**src/rtl/tx_arbiter.sv**
```systemverilog
// tx_arbiter: shares the network_stack transmit input between NUM_REQ sources, one buffered frame per grant.
// Define TX_ARB_FIXED_PRIORITY_EN for lowest-index-wins arbitration; the default build is round-robin.
module tx_arbiter #(
   parameter int NUM_REQ    = 2,
   parameter int DATA_SIZE  = 16,
   parameter int MAX_WORDS  = 8,
   parameter int GAP_CYCLES = 1024,
   localparam int GW = (NUM_REQ > 2) ? $clog2(NUM_REQ) : 1
) (
   input  logic                           clk,
   input  logic                           rst_n,
   input  logic [NUM_REQ-1:0]             req_valid,
   input  logic [NUM_REQ*DATA_SIZE-1:0]   req_data,
   input  logic [NUM_REQ-1:0]             req_last,
   input  logic [NUM_REQ*16-1:0]          req_port,
   output logic [NUM_REQ-1:0]             req_ready,
   output logic                           axiov,
   output logic [DATA_SIZE-1:0]           axiod,
   output logic [15:0]                    udp_dst_port_out,
   output logic [GW-1:0]                  grant_id,
   output logic                           busy
);
   // state   | meaning
   // IDLE    | waiting for any req_valid, arbitrates on it
   // COLLECT | accepting words from grant_id into frame_buf
   // SEND    | replaying frame_buf[0..count-1] on axiov/axiod
   // GAP     | axiov low for GAP_CYCLES so the stack drains
   typedef enum logic [1:0] {S_IDLE, S_COLLECT, S_SEND, S_GAP} state_t;

   localparam int CW = $clog2(MAX_WORDS + 1);
   localparam int AW = (MAX_WORDS > 2) ? $clog2(MAX_WORDS) : 1;
   localparam int TW = (GAP_CYCLES > 2) ? $clog2(GAP_CYCLES) : 1;

   state_t                 state, state_nxt;
   logic [CW-1:0]          count, rd_idx;
   logic [TW-1:0]          gap_cnt;
   logic [DATA_SIZE-1:0]   frame_buf [MAX_WORDS];
   logic [GW-1:0]          win_id;
   logic [15:0]            win_port;
   logic [DATA_SIZE-1:0]   sel_data;
   logic                   sel_valid, sel_last;
   logic                   hs, frame_end;

`ifdef TX_ARB_FIXED_PRIORITY_EN
   always_comb begin
      win_id = '0;
      for (int i = NUM_REQ - 1; i >= 0; i--)
         if (req_valid[i]) win_id = GW'(i);
   end
`else
   logic [GW-1:0] last_grant;
   logic [GW-1:0] rr_idx;
   logic          win_found;

   always_comb begin
      win_id    = '0;
      rr_idx    = '0;
      win_found = 1'b0;
      for (int k = 1; k <= NUM_REQ; k++) begin
         rr_idx = GW'((int'(last_grant) + k) % NUM_REQ);
         if (!win_found && req_valid[rr_idx]) begin
            win_found = 1'b1;
            win_id    = rr_idx;
         end
      end
   end

   always_ff @(posedge clk or negedge rst_n) begin
      if (!rst_n)
         last_grant <= GW'(NUM_REQ - 1);
      else if (state == S_IDLE && |req_valid)
         last_grant <= win_id;
   end
`endif

   // Constant-base muxes keep the variable grant index out of part-select arithmetic.
   always_comb begin
      sel_data  = '0;
      sel_valid = 1'b0;
      sel_last  = 1'b0;
      win_port  = '0;
      for (int i = 0; i < NUM_REQ; i++) begin
         if (grant_id == GW'(i)) begin
            sel_data  = req_data[i*DATA_SIZE +: DATA_SIZE];
            sel_valid = req_valid[i];
            sel_last  = req_last[i];
         end
         if (win_id == GW'(i)) win_port = req_port[i*16 +: 16];
      end
   end

   assign hs        = (state == S_COLLECT) && sel_valid && (count < CW'(MAX_WORDS));
   assign frame_end = hs && (sel_last || (count == CW'(MAX_WORDS - 1)));

   always_ff @(posedge clk or negedge rst_n) begin
      if (!rst_n) state <= S_IDLE;
      else        state <= state_nxt;
   end

   always_comb begin
      state_nxt = state;
      case (state)
         S_IDLE:    if (|req_valid) state_nxt = S_COLLECT;
         S_COLLECT: if (frame_end) state_nxt = S_SEND;
         S_SEND:    if (rd_idx == count - CW'(1)) state_nxt = S_GAP;
         S_GAP:     if (gap_cnt == '0) state_nxt = S_IDLE;
         default:   state_nxt = S_IDLE;
      endcase
   end

   always_ff @(posedge clk or negedge rst_n) begin
      if (!rst_n) begin
         count            <= '0;
         rd_idx           <= '0;
         gap_cnt          <= '0;
         grant_id         <= '0;
         udp_dst_port_out <= '0;
      end else begin
         case (state)
            S_IDLE: begin
               if (|req_valid) begin
                  grant_id         <= win_id;
                  udp_dst_port_out <= win_port;
                  count            <= '0;
               end
            end
            S_COLLECT: begin
               rd_idx <= '0;
               if (hs) count <= count + CW'(1);
            end
            S_SEND: begin
               rd_idx <= rd_idx + CW'(1);
               if (state_nxt == S_GAP) gap_cnt <= TW'(GAP_CYCLES - 1);
            end
            S_GAP: begin
               if (gap_cnt != '0) gap_cnt <= gap_cnt - TW'(1);
            end
            default: ;
         endcase
      end
   end

   // Buffer contents are don't-care after reset; count gates every read.
   always_ff @(posedge clk) begin
      if (hs) frame_buf[count[AW-1:0]] <= sel_data;
   end

   assign busy  = (state != S_IDLE);
   assign axiov = (state == S_SEND);
   assign axiod = axiov ? frame_buf[rd_idx[AW-1:0]] : '0;

   always_comb begin
      req_ready = '0;
      for (int i = 0; i < NUM_REQ; i++)
         req_ready[i] = (state == S_COLLECT) && (grant_id == GW'(i)) && (count < CW'(MAX_WORDS));
   end
endmodule

```
**config.mk**
```make
export PLATFORM = sky130hd
export DESIGN_NAME = tx_arbiter
export DESIGN_NICKNAME = d
export VERILOG_FILES = /design/src/rtl/tx_arbiter.sv
export SDC_FILE = /design/constraint.sdc
export NUM_CORES = 1
export LEC_CHECK = 0
export ABC_AREA = 1
export BUFFER_PORTS_ARGS = -buffer_cell sky130_fd_sc_hd__clkbuf_2
export CORE_ASPECT_RATIO = 1.2
export CORE_UTILIZATION = 54
export CTS_CLUSTER_SIZE = 20
export DETAILED_ROUTE_END_ITERATION = 8
export PLACE_DENSITY = 0.85
export SLEW_MARGIN = 25
export SYNTH_ARGS = -nofsm -noshare
export SYNTH_HDL_FRONTEND = slang
export SYNTH_SLANG_ARGS = --single-unit
```
**constraint.sdc**
```tcl
create_clock -name clk -period 5.4 [get_ports clk]
set_input_delay 0.54 -clock clk [delete_from_list [all_inputs] [get_ports clk]]
set_output_delay 0.54 -clock clk [all_outputs]
set_load 0.02 [all_outputs]
```
; Word-level counts from Yosys, hierarchy flattened
; Memory sizes are Yosys's and may differ from the RTL's.
; Index checks and enable logic that the tools add are counted.
[word_totals]
out_inout_bits = 37
memories = 1
inputBits = 70
ram_bits = 128
word_cells = 76
register_bits = 38
[op_classes]
magnitude_cmp = 3
n_addsub = 6
eq_ne = 10
reduce_logical = 22
muxes = 26
bitwise_logic = 1
[memory_table]
columns = memory, depth, word_bits, rd, rd_ports_with_merged_regs, wr, line_no
row1 = frame_buf, 8, 16, 1, 0, 1, 37  ; logic [DATA_SIZE-1:0] frame_buf [MAX_WORDS];
[ops]
columns = cell, count
row1 = 16-bit 2-to-1 mux, 3
row2 = 10-bit 2-to-1 mux, 2
row3 = 10-bit case mux with 2 select lines, 1
row4 = 4-bit case mux with 2 select lines, 2
row5 = 1-bit 2-to-1 mux, 11
row6 = 10-bit zero test, 1
row7 = 10-bit nonzero test, 1
row8 = "10-bit by 1-bit subtractor with 10-bit output, second input constant", 1
row9 = 1-bit logical AND, 9
row10 = "4-bit by 1-bit adder with 4-bit output, second input constant", 2
row11 = 2-bit 2-to-1 mux, 4
row12 = 4-bit 2-to-1 mux, 2
row13 = 2-bit case mux with 4 select lines, 1
row14 = 2-bit nonzero test, 4
row15 = "2-bit equality test, second input constant", 3
row16 = 3-bit AND reduction, 2
row17 = "4-bit by 3-bit equality test with 1-bit output, second input constant", 1
row18 = 4-bit equality test, 1
row19 = "1-bit by 2-bit less-than comparator with 1-bit output, second input constant", 2
row20 = "4-bit less-than comparator, second input constant", 1
row21 = "2-bit by 1-bit != test with 1-bit output, second input constant", 2
row22 = "2-bit != test, second input constant", 2
row23 = "4-bit by 1-bit subtractor with 4-bit output, second input constant", 1
row24 = "1-bit adder, second input constant", 2
row25 = other kinds (7), 7

; Longest topological paths before layout
; Gate-level depths: netlist of run 1.
[logic_depth]
depth_word = 9
depth_mapped = 16
mapped_depth_nobuf = 16

; Worst setup path before layout of run 1
; OpenSTA, ideal clock, no wires.
[synth_timing]
kind = register -> register
startpoint = register state[1]
endpoint = memory frame_buf[6][0] (enable)
setup_slack_ns = 2.801
required_ns = 4.991
arrival_ns = 2.190
stages_incl_launch_ff = 7
n_path_buf = 0
setup_ns = 0.409
path_cell_list = dfrtp_1 inv_1 ha_1 nand4_1 nand2_1 nand2_1 nor3_1
[synth_between]
elab_chain_len = 5
[synth_lines]
columns = element, line_no
row1 = start: declaration, 34  ; state_t state, state_nxt;
row2 = start signal: assignment, 97  ; else state <= state_nxt;
row3 = 2-bit by 1-bit equality test with 1-bit output, 92  ; assign hs = (state == S_COLLECT) && sel_valid && (count < CW'(MAX_WORDS));
row4 = 1-bit logical AND (2 in series), 92
row5 = 1-bit 2-to-1 mux, 145  ; if (hs) frame_buf[count[AW-1:0]] <= sel_data;
row6 = 1-bit 2-to-1 mux (not written as such), 145
row7 = end: declaration, 37
; No other way between the ends.

; Worst setup path after layout of run 1
[layout_timing]
startpoint = register rd_idx[0]
endpoint = output port axiod[5]
[layout_between]
elab_chain_len = 2
[layout_lines]
columns = element, line_no
row1 = start: declaration, 35  ; logic [CW-1:0] count, rd_idx;
row2 = start signal: assignment, 132  ; rd_idx <= rd_idx + CW'(1);
row3 = memory read 8 x 16 bit, --
row4 = 16-bit 2-to-1 mux, 150  ; assign axiod = axiov ? frame_buf[rd_idx[AW-1:0]] : '0;
row5 = end: declaration, 18  ; output logic [DATA_SIZE-1:0] axiod,
; No other way between the ends.

==> results of run 1 <==
## synth_stat cells
| cell type | instances | area [um2] |
|---|---|---|
| nand2_1 | 147 | 552 |
| nor2_1 | 133 | 499 |
| edfxtp_1 | 128 | 3840 |
| o21ai_0 | 80 | 400 |
| dfrtp_1 | 37 | 926 |
| a31oi_1 | 32 | 200 |
| clkbuf_1 | 27 | 101 |
| inv_1 | 23 | 86.3 |
| nand3_1 | 19 | 95.1 |
| o22ai_1 | 18 | 113 |
| o21ai_1 | 12 | 60.1 |
| nand3_2 | 11 | 110 |
| ha_1 | 8 | 100 |
| buf_2 | 6 | 30.0 |
| inv_2 | 6 | 22.5 |
| nor3_1 | 6 | 30.0 |
| a21oi_1 | 5 | 25.0 |
| nand4_1 | 3 | 18.8 |
| buf_1 | 2 | 7.51 |
| nand2_2 | 2 | 12.5 |
| nand2_4 | 2 | 22.5 |
| nand3b_1 | 2 | 15.0 |
| a21oi_2 | 1 | 8.76 |
| a22oi_1 | 1 | 7.51 |
| and2_1 | 1 | 6.26 |
| buf_12 | 1 | 20.0 |
| buf_4 | 1 | 7.51 |
| buf_6 | 1 | 11.3 |
| clkinv_1 | 1 | 3.75 |
| dfstp_2 | 1 | 26.3 |
| nor4_1 | 1 | 6.26 |
| or2_2 | 1 | 6.26 |
| xor2_1 | 1 | 8.76 |
## how the worst min path moves through the flow
stage	endpoint	cells after the start	from	slack [ns]
after floorplan	count[0]	0	rst_n	0.24
after global placement	last_grant	2	last_grant	0.48
after detailed placement	last_grant	2	last_grant	0.47
after CTS	gap_cnt[2]	1	rst_n	0.31
after global routing	gap_cnt[2]	1	rst_n	0.29
final	gap_cnt[2]	1	rst_n	0.24
## cell usage in the layout, fill, tap and decap left out, types with 5 or more instances in the layout
master	Yosys	final
ha_1	8	8
inv_1	23	22
edfxtp_1	128	128
dfrtp_1	37	36
nand2_1	147	147
o21ai_1	12	12
buf_4	1	13
o21ai_0	80	80
nand3_2	11	11
inv_2	6	7
o22ai_1	18	18
nor2_1	133	132
clkbuf_2	0	105
nand3_1	19	19
a31oi_1	32	32
clkbuf_16	0	17
a21oi_1	5	5
## power by group through the flow
stage                     clock, W  sequential [W]  combinational (W)
after global routing       0.00132         0.00187            0.00166
after floorplan                  0         0.00192           0.000979
after CTS                  0.00126         0.00184            0.00147
after detailed placement         0         0.00186            0.00146
after global placement           0         0.00186            0.00140
final                      0.00125         0.00185            0.00148
## cell type report
class,instances,area share [%]
Inverter,30,1.30
Clock inverter,14,2.18
Tap cell,168,2.42
Multi-Input combinational cell,486,26.7
Sequential cell,166,55.3
Timing Repair Buffer,119,7.24
Clock buffer,18,4.94
## stage by stage
stage / setup WS [ns] / cells / total power [W]
after global routing: 1.96 / 1001 / 0.00485
after global placement: 2.74 / 969 / 0.00326
final: 2.18 / 1001 / 0.00458
after floorplan: 2.80 / 720 / 0.00290
after detailed placement: 2.64 / 969 / 0.00332
after CTS: 2.18 / 1001 / 0.00457
## cell families (layout without fill, tap and decap cells)
kind of cell / after synthesis / count (layout) / share of synthesized area, %
compound gates: 149 / 149 / 11.0
xor+xnor: 1 / 1 / 0.119
fa+ha+maj: 8 / 8 / 1.36
buf+inv: 68 / 181 / 3.93
flops: 166 / 166 / 65.0
simple gates: 328 / 328 / 18.6
## critical path, delay by kind of cell, from the launching register on
family / cells / cell delay (ns)
buffers and inverters: 3 / 1.16
AO/OA/AOI/OAI: 4 / 0.70
flip-flops: 1 / 0.40
## per-layer routing
layer	share of wire (%)	GRT usage [%]	routed length (um)
met5	0	0	0
met3	7.8	5.19	1290
met2	51	41.1	8470
met4	2.5	12.5	405
met1	38	30.2	6360
## flip-flops by register name, summed over array words and instances, names as in the netlist
signal,flops
rd_idx,4
frame_buf,128
count,4
udp_dst_port_out,16
last_grant,1
state,2
gap_cnt,10
grant_id,1
==> results.py, run 1 <==
metrics = {
    "critical_path": {
        "critPathLaunchType": "register",
        "timing.rr.start": "rd_idx[0]",
        "cp_cell_sequence": "inv_1 -> buf_4 -> o21ai_0 -> o22ai_1 -> o21ai_1 -> a31oi_1 -> clkbuf_2",
        "crit_path_end_kind": "primary output",
        "r2r_setup_slack_ns": 2.66,
        "endpoint": "axiod[5]",
        "max_stage_delay_ns": 0.51,
        "path_max_fanout": 48,
        "startpoint": "rd_idx[0]",
        "worstPathArrival_ns": 2.68,
        "critical_path_class": "register to primary output",
        "slowest_stage": "buf_4",
        "reg2reg_to": "gap_cnt[6]",
        "required_ns": 4.86,
        "r2r_cells": 15,
    },
    "place": {
        "dp.final_hpwl_um": 9640,
        "placed_cell_area_um2": 8060,
        "gp_congestion": 0.815,
        "port_buffers": 106,
    },
    "finish": {
        "final_cell_area_um2": 8680,
        "drive_gt1_share_pct": 21.5,
        "area.growth.synth_to_final_pct": 17.6,
        "antenna_cells": 0,
        "seq_area_um2": 4800,
        "fin_util_pct": 65.3,
        "nFillCells": 960,
        "fin_nets": 898,
        "multiInputGateArea_um2": 2310,
    },
    "run": {
        "cap_violations": 0,
    },
    "sta": {
        "hold_slack_ns": 0.240,
        "drv_slew": 0,
        "setup_violations": 0,
        "period_needed_ns": 3.22,
        "worst_slew_pin_slew_ns": 1.02,
        "relSlewSlack_pct": 31.7,
        "fin_worst_skew_ns": 0.00846,
        "fin_setup_tns_ns": 0,
        "final_hold_viol_count": 0,
        "fmax_mhz": 310,
        "fin_crit_sh_pct": 59.7,
        "rsz0062_at_grt": "no",
    },
    "cts": {
        "htree_levels": 4,
        "cts_hold_buffers": 0,
        "clk_pin_slew_worst_paths_ns": 0.06,
        "cts_tree": "done",
        "clkSinkCount": 166,
        "ctsResizeCount": 0,
        "cts_setup_buffers": 0,
        "root_buffer": "clkbuf_16",
        "cts_buffers": 17,
        "worstSkewPairLatency_ns": 0.42,
        "clockBufferDepth": 2,
    },
    "power": {
        "power.density_nw_per_um2": 528,
        "power.switching_w": 0.00168,
        "p_seq_share_pct": 40.3,
        "p_leak_nw": 3.50,
        "p_comb_share_pct": 32.4,
        "p_int_w": 0.00290,
        "power_frac_clock_pct": 27.3,
        "peakVddDrop_uv": 375,
        "swShare_pct": 36.8,
    },
    "die": {
        "dieHeight_um": 130,
        "dieWidth_um": 109,
        "core_um2": 13300,
        "io_pins": 107,
        "start_util_pct": 55.5,
        "die-area_um2": 14100,
        "fp-row-count": 46,
    },
    "grt": {
        "grt_pass1_wl_um": 25800,
        "grt_antenna_before_repair": 0,
        "overflow": 0,
        "grt_pass1_vias": 5430,
        "grtUsageTotal_pct": 24.6,
        "grt_max_degree": 67,
    },
    "synth": {
        "ys_ff_latch": 166,
        "seq_area_frac_synth_pct": 65.0,
        "synthesis.area_um2": 7380,
        "synth.avg_cell_area_um2": 10.3,
        "yosys_warnings": 0,
        "syn-num-nets": 798,
        "synthCells": 720,
        "synth_cell_types": 33,
    },
    "worst_hold_path": {
        "min_path_type": "input pin to asynchronous set/reset pin",
    },
    "route": {
        "final_antenna_net_count": 0,
        "first_pass_iters": 5,
        "drc_errors": 0,
        "num_vias": 5659,
        "wl_per_cell_um": 16.5,
        "drtIter0Drc": 724,
        "viasPerCell": 5.65,
        "wl_um": 16500,
    },
    "status": {
        "status": "finished, final reports clean",
    },
}
(Power assumes the default switching activity.)
==> inputs of run 2 (changes only) <==
CORE_UTILIZATION = 52   (was 54)
clock period = 2.76 ns   (was 5.4 ns; I/O delays follow)
==> run 2 against run 1 <==
Routed wire length fell by 0.52%. Global-route usage fell by 1.3 points. The flow now finishes with violations (hold timing). Largest power group unchanged. Power rose by 93%. Largest cell class unchanged. Critical path depth did not move. Clock power rose by 87%. First-iteration DRC count fell by 41%.
==> results.py, run 2 (synthesized netlist as in run 1, its figures left out) <==
metrics = {
    "critical_path": {
        "max_stage_delay_ns": 0.43,
        "cp.depth": 7,
        "critical_path_buf_inv_count": 3,
        "required_ns": 2.48,
        "cp_cell_sequence": "inv_1 -> buf_4 -> o21ai_0 -> o22ai_1 -> o21ai_0 -> a31oi_1 -> clkbuf_2",
        "critical_path_class": "register to primary output",
        "worstPathArrival_ns": 2.24,
        "critPathLaunchType": "register",
        "path_max_fanout": 42,
        "crit_path_end_kind": "primary output",
        "r2r_cells": 13,
        "slowest_stage": "dfrtp_2",
        "crit_family": "compound AO/OA/AOI/OAI gates",
        "crit_path_frequent_cell": "o21ai_0",
    },
    "sta": {
        "setup_violations": 0,
        "fin_setup_tns_ns": 0,
        "fin_worst_skew_ns": 0.0147,
        "hold_slack_ns": -0.0457,
        "relSlewSlack_pct": 41.8,
        "worst_slew_pin_slew_ns": 0.873,
        "drv_slew": 0,
        "fmax_mhz": 397,
        "rsz0062_at_grt": "no",
        "fin_crit_sh_pct": 91.3,
        "final_hold_viol_count": 37,
        "period_needed_ns": 2.52,
    },
    "power": {
        "power_frac_clock_pct": 26.4,
        "p_int_w": 0.00554,
        "p_comb_share_pct": 32.9,
        "swShare_pct": 37.5,
        "power.density_nw_per_um2": 1020,
        "power.switching_w": 0.00332,
        "p_seq_share_pct": 40.8,
        "peakVddDrop_uv": 595,
        "p_leak_nw": 3.53,
    },
    "grt": {
        "grt_max_degree": 67,
        "grt_antenna_before_repair": 0,
        "overflow": 0,
        "grt_pass1_wl_um": 26800,
        "grtUsageTotal_pct": 23.3,
        "grt_pass1_vias": 5505,
    },
    "route": {
        "wl_per_cell_um": 16.2,
        "num_vias": 5572,
        "drc_errors": 0,
        "first_pass_iters": 5,
        "viasPerCell": 5.50,
        "wl_um": 16400,
        "drtIter0Drc": 429,
        "final_antenna_net_count": 0,
    },
    "die": {
        "dieHeight_um": 133,
        "die-area_um2": 14700,
        "fp-row-count": 47,
        "start_util_pct": 53.4,
        "dieWidth_um": 111,
        "io_pins": 107,
        "core_um2": 13800,
    },
    "cts": {
        "cts_setup_buffers": 0,
        "worstSkewPairLatency_ns": 0.44,
        "cts_tree": "done",
        "clockBufferDepth": 2,
        "htree_levels": 4,
        "cts_hold_buffers": 0,
        "clk_pin_slew_worst_paths_ns": 0.07,
        "ctsResizeCount": 0,
        "cts_buffers": 17,
        "clkSinkCount": 166,
        "root_buffer": "clkbuf_16",
    },
    "finish": {
        "fin_nets": 907,
        "drive_gt1_share_pct": 22.2,
        "mostFrequentLayoutCell": "nand2_1",
        "largest_reg_flops": 128,
        "final_cell_mix": "nand2_1 (147), nor2_1 (132), edfxtp_1 (128)",
        "final_cell_area_um2": 8730,
        "nFillCells": 1022,
        "antenna_cells": 0,
        "area.growth.synth_to_final_pct": 18.2,
        "fin_util_pct": 63.2,
    },
    "place": {
        "port_buffers": 106,
        "gp_congestion": 0.800,
        "placed_cell_area_um2": 8140,
        "dp.final_hpwl_um": 9940,
    },
    "run": {
        "cap_violations": 0,
    },
    "status": {
        "violations": "hold timing",
        "status": "finished, violations left",
    },
    "worst_hold_path": {
        "min_path_type": "input pin to asynchronous set/reset pin",
    },
}
run 2: per-layer routing:
| metal | up-vias | track usage, % | routed length, um |
|---|---|---|---|
| li1 | 2721 | - | - |
| met1 | 2588 | 27.5 | 6530 |
| met2 | 222 | 41.0 | 8550 |
| met3 | 41 | 4.76 | 946 |
| met4 | 0 | 10.6 | 409 |
| met5 | - | 0 | 0 |
run 2: final timing paths:
| path | from | to | slack [ns] |
|---|---|---|---|
| setup / recovery | rd_idx[0] | axiod[14] | 0.24 |
| hold / removal | rst_n | udp_dst_port_out[11] | -0.05 |
| setup reg to reg | state[1] | gap_cnt[8] | 0.67 |
| max in group asynchronous | rst_n | rd_idx[0] | 2.20 |
| min in group clk | req_port[24] | udp_dst_port_out[8] | 0.07 |
| hold reg to reg | last_grant | last_grant | 0.48 |
run 2: layout make-up:
type	instances	area [um2]	share of cell area [%]
well taps	171	214	2.45
repair buffers	128	708	8.11
flip-flops and latches	166	4800	55.0
clock buffers	17	425	4.87
multi-input cells	486	2310	26.5
inverters	30	113	1.29
clock inverters	15	160	1.84
run 2: stage by stage:
step | std cells | setup WS, ns | power, W
floorplan | 720 | 0.161 | 0.00568
global placement | 981 | 0.774 | 0.00645
detailed placement | 981 | 0.689 | 0.00655
CTS | 1013 | 0.239 | 0.00890
global route | 1013 | 0.141 | 0.00938
finish | 1013 | 0.240 | 0.00886
run 2: power by group through the flow:
stage	combinational, W	clock, W	sequential (W)
final	0.00291	0.00234	0.00361
after global placement	0.00281	0	0.00364
after CTS	0.00293	0.00236	0.00361
after floorplan	0.00191	0	0.00376
after global routing	0.00327	0.00245	0.00366
after detailed placement	0.00289	0	0.00366
run 2: worst reg2reg max path: cells and delay by family (launching register included):
kind	cells	cell delay (ns)
buffers and inverters	1	0.11
and+or+nand+nor	9	0.96
adders and majority gates	1	0.29
DFF	1	0.42
AOI/OAI and AO/OA	2	0.21
==> inputs of run 3 (changes only) <==
PLACE_DENSITY = 0.74   (was 0.85)
==> run 3 against run 2 <==
The run still ends with hold timing left. Routed wire length is 0.11% lower. Non-clock buffer count is 3 lower. Critical endpoint is now axiod[1]. Power is 1.5% lower. Cell area is 0.29% lower. Global-route usage is 0.58 points higher. Sequential share of layout area is 0.16 points higher. Register-to-register slack worse by 0.11 ns.
==> results.py, run 3 (synthesized netlist as in run 1, its figures left out) <==
metrics = {
    "status": {
        "status": "finished, violations left",
        "violations": "hold timing",
    },
    "cts": {
        "worstSkewPairLatency_ns": 0.43,
        "cts_setup_buffers": 0,
        "root_buffer": "clkbuf_16",
        "clkSinkCount": 166,
        "ctsResizeCount": 0,
        "cts_tree": "done",
        "cts_hold_buffers": 0,
        "clockBufferDepth": 2,
        "clk_pin_slew_worst_paths_ns": 0.06,
        "cts_buffers": 17,
        "htree_levels": 4,
    },
    "critical_path": {
        "max_stage_delay_ns": 0.40,
        "critical_path_buf_inv_count": 3,
        "crit_family": "buffers and inverters",
        "slowest_stage": "dfrtp_2",
        "crit_path_frequent_cell": "o21ai_0",
        "worstPathArrival_ns": 2.28,
        "critPathLaunchType": "register",
        "required_ns": 2.48,
        "cp_cell_sequence": "inv_1 -> buf_12 -> o21ai_0 -> o22ai_1 -> o21ai_0 -> a31oi_1 -> clkbuf_2",
        "path_max_fanout": 56,
        "critical_path_class": "register to primary output",
        "crit_path_end_kind": "primary output",
    },
    "power": {
        "peakVddDrop_uv": 456,
        "p_int_w": 0.00550,
        "p_comb_share_pct": 33.2,
        "swShare_pct": 37.0,
        "power_frac_clock_pct": 25.4,
        "power.switching_w": 0.00323,
        "p_leak_nw": 3.50,
        "power.density_nw_per_um2": 1000,
        "p_seq_share_pct": 41.4,
    },
    "sta": {
        "period_needed_ns": 2.56,
        "setup_violations": 0,
        "drv_slew": 0,
        "final_hold_viol_count": 37,
        "hold_slack_ns": -0.0351,
        "worst_slack_ns": 0.205,
        "fin_worst_skew_ns": 0.00847,
        "fin_setup_tns_ns": 0,
        "fin_crit_sh_pct": 92.6,
        "fmax_mhz": 391,
        "rsz0062_at_grt": "no",
        "worst_slew_pin_slew_ns": 0.864,
        "relSlewSlack_pct": 42.4,
    },
    "run": {
        "cap_violations": 0,
    },
    "die": {
        "fp-row-count": 47,
        "die-area_um2": 14700,
        "core_um2": 13800,
        "dieWidth_um": 111,
        "dieHeight_um": 133,
        "io_pins": 107,
        "start_util_pct": 53.4,
    },
    "finish": {
        "area.growth.synth_to_final_pct": 17.9,
        "antenna_cells": 0,
        "fin_nets": 904,
        "largest_reg_flops": 128,
        "mostFrequentLayoutCell": "nand2_1",
        "instances_no_fill": 1009,
        "final_cell_area_um2": 8700,
        "final_cell_mix": "nand2_1 (147), nor2_1 (132), edfxtp_1 (128)",
        "drive_gt1_share_pct": 21.8,
    },
    "route": {
        "final_antenna_net_count": 0,
        "drc_errors": 0,
        "wl_per_cell_um": 16.3,
        "drtIter0Drc": 311,
        "viasPerCell": 5.52,
        "first_pass_iters": 5,
        "num_vias": 5572,
        "wl_um": 16400,
    },
    "place": {
        "pre_cts_ws_ns": 0.523,
        "dp.final_hpwl_um": 10200,
        "gp_congestion": 0.850,
        "dpl.cell_count": 978,
        "port_buffers": 106,
        "placed_cell_area_um2": 8140,
    },
    "grt": {
        "grt_max_degree": 67,
        "overflow": 0,
        "grt_antenna_before_repair": 0,
        "grt_pass1_wl_um": 27500,
        "grt_pass1_vias": 5607,
        "grtUsageTotal_pct": 23.9,
    },
    "worst_hold_path": {
        "min_path_type": "input pin to asynchronous set/reset pin",
    },
}
==> run 3: per-stage QoR <==
stage / util (%) / hold slack, ns / total power, W
2_1_floorplan: - / -0.0196 / 0.00568
3_3_place_gp: 58.9 / 0.455 / 0.00644
3_5_place_dp: 58.9 / 0.475 / 0.00655
4_1_cts: 62.9 / 0.0257 / 0.00876
5_1_grt: 63.0 / 0.0425 / 0.00925
6_report: 63.0 / -0.0351 / 0.00873
==> run 3: layer usage <==
layer	up-vias	wire [um]	track usage [%]
li1	2707	-	-
met1	2677	6740	29.2
met2	158	8470	42.1
met3	30	865	4.21
met4	0	346	9.56
met5	-	0	0
==> run 3: layout make-up <==
type | count | area [um2]
Fill cell | 1098 | 5120
Multi-Input combinational cell | 486 | 2310
Tap cell | 171 | 214
Clock buffer | 19 | 433
Sequential cell | 166 | 4800
Timing Repair Buffer | 125 | 711
Inverter | 30 | 113
Clock inverter | 12 | 121
==> run 3: final timing paths <==
| path | from | end | slack (ns) | cells past startpoint |
|---|---|---|---|---|
| worst max-delay path | rd_idx[0] | axiod[1] | 0.20 | 7 |
| max in group asynchronous | rst_n | rd_idx[0] | 2.20 | 1 |
| worst max register to register | state[1] | frame_buf[4][14] | 0.56 | 7 |
| min in group clk | req_port[23] | udp_dst_port_out[7] | 0.09 | 3 |
| worst min register to register | last_grant | last_grant | 0.48 | 2 |
| worst min-delay path | rst_n | udp_dst_port_out[1] | -0.04 | 1 |
==> run 3: worst reg2reg max path, delay by kind of cell, from the launching register on <==
family / cells / cell delay, ns
AND/OR/NAND/NOR: 4 / 0.84
buffers and inverters: 2 / 0.34
flip-flops: 1 / 0.43
adder cells (fa/ha/maj): 1 / 0.29
==> run 3: power groups by stage <==
stage                     Sequential (W)  Combinational (W)  Clock (W)
after floorplan                  0.00376            0.00191          0
after global placement           0.00364            0.00280          0
after global routing             0.00367            0.00325    0.00233
after detailed placement         0.00366            0.00289          0
final                            0.00361            0.00290    0.00222
after CTS                        0.00361            0.00290    0.00224
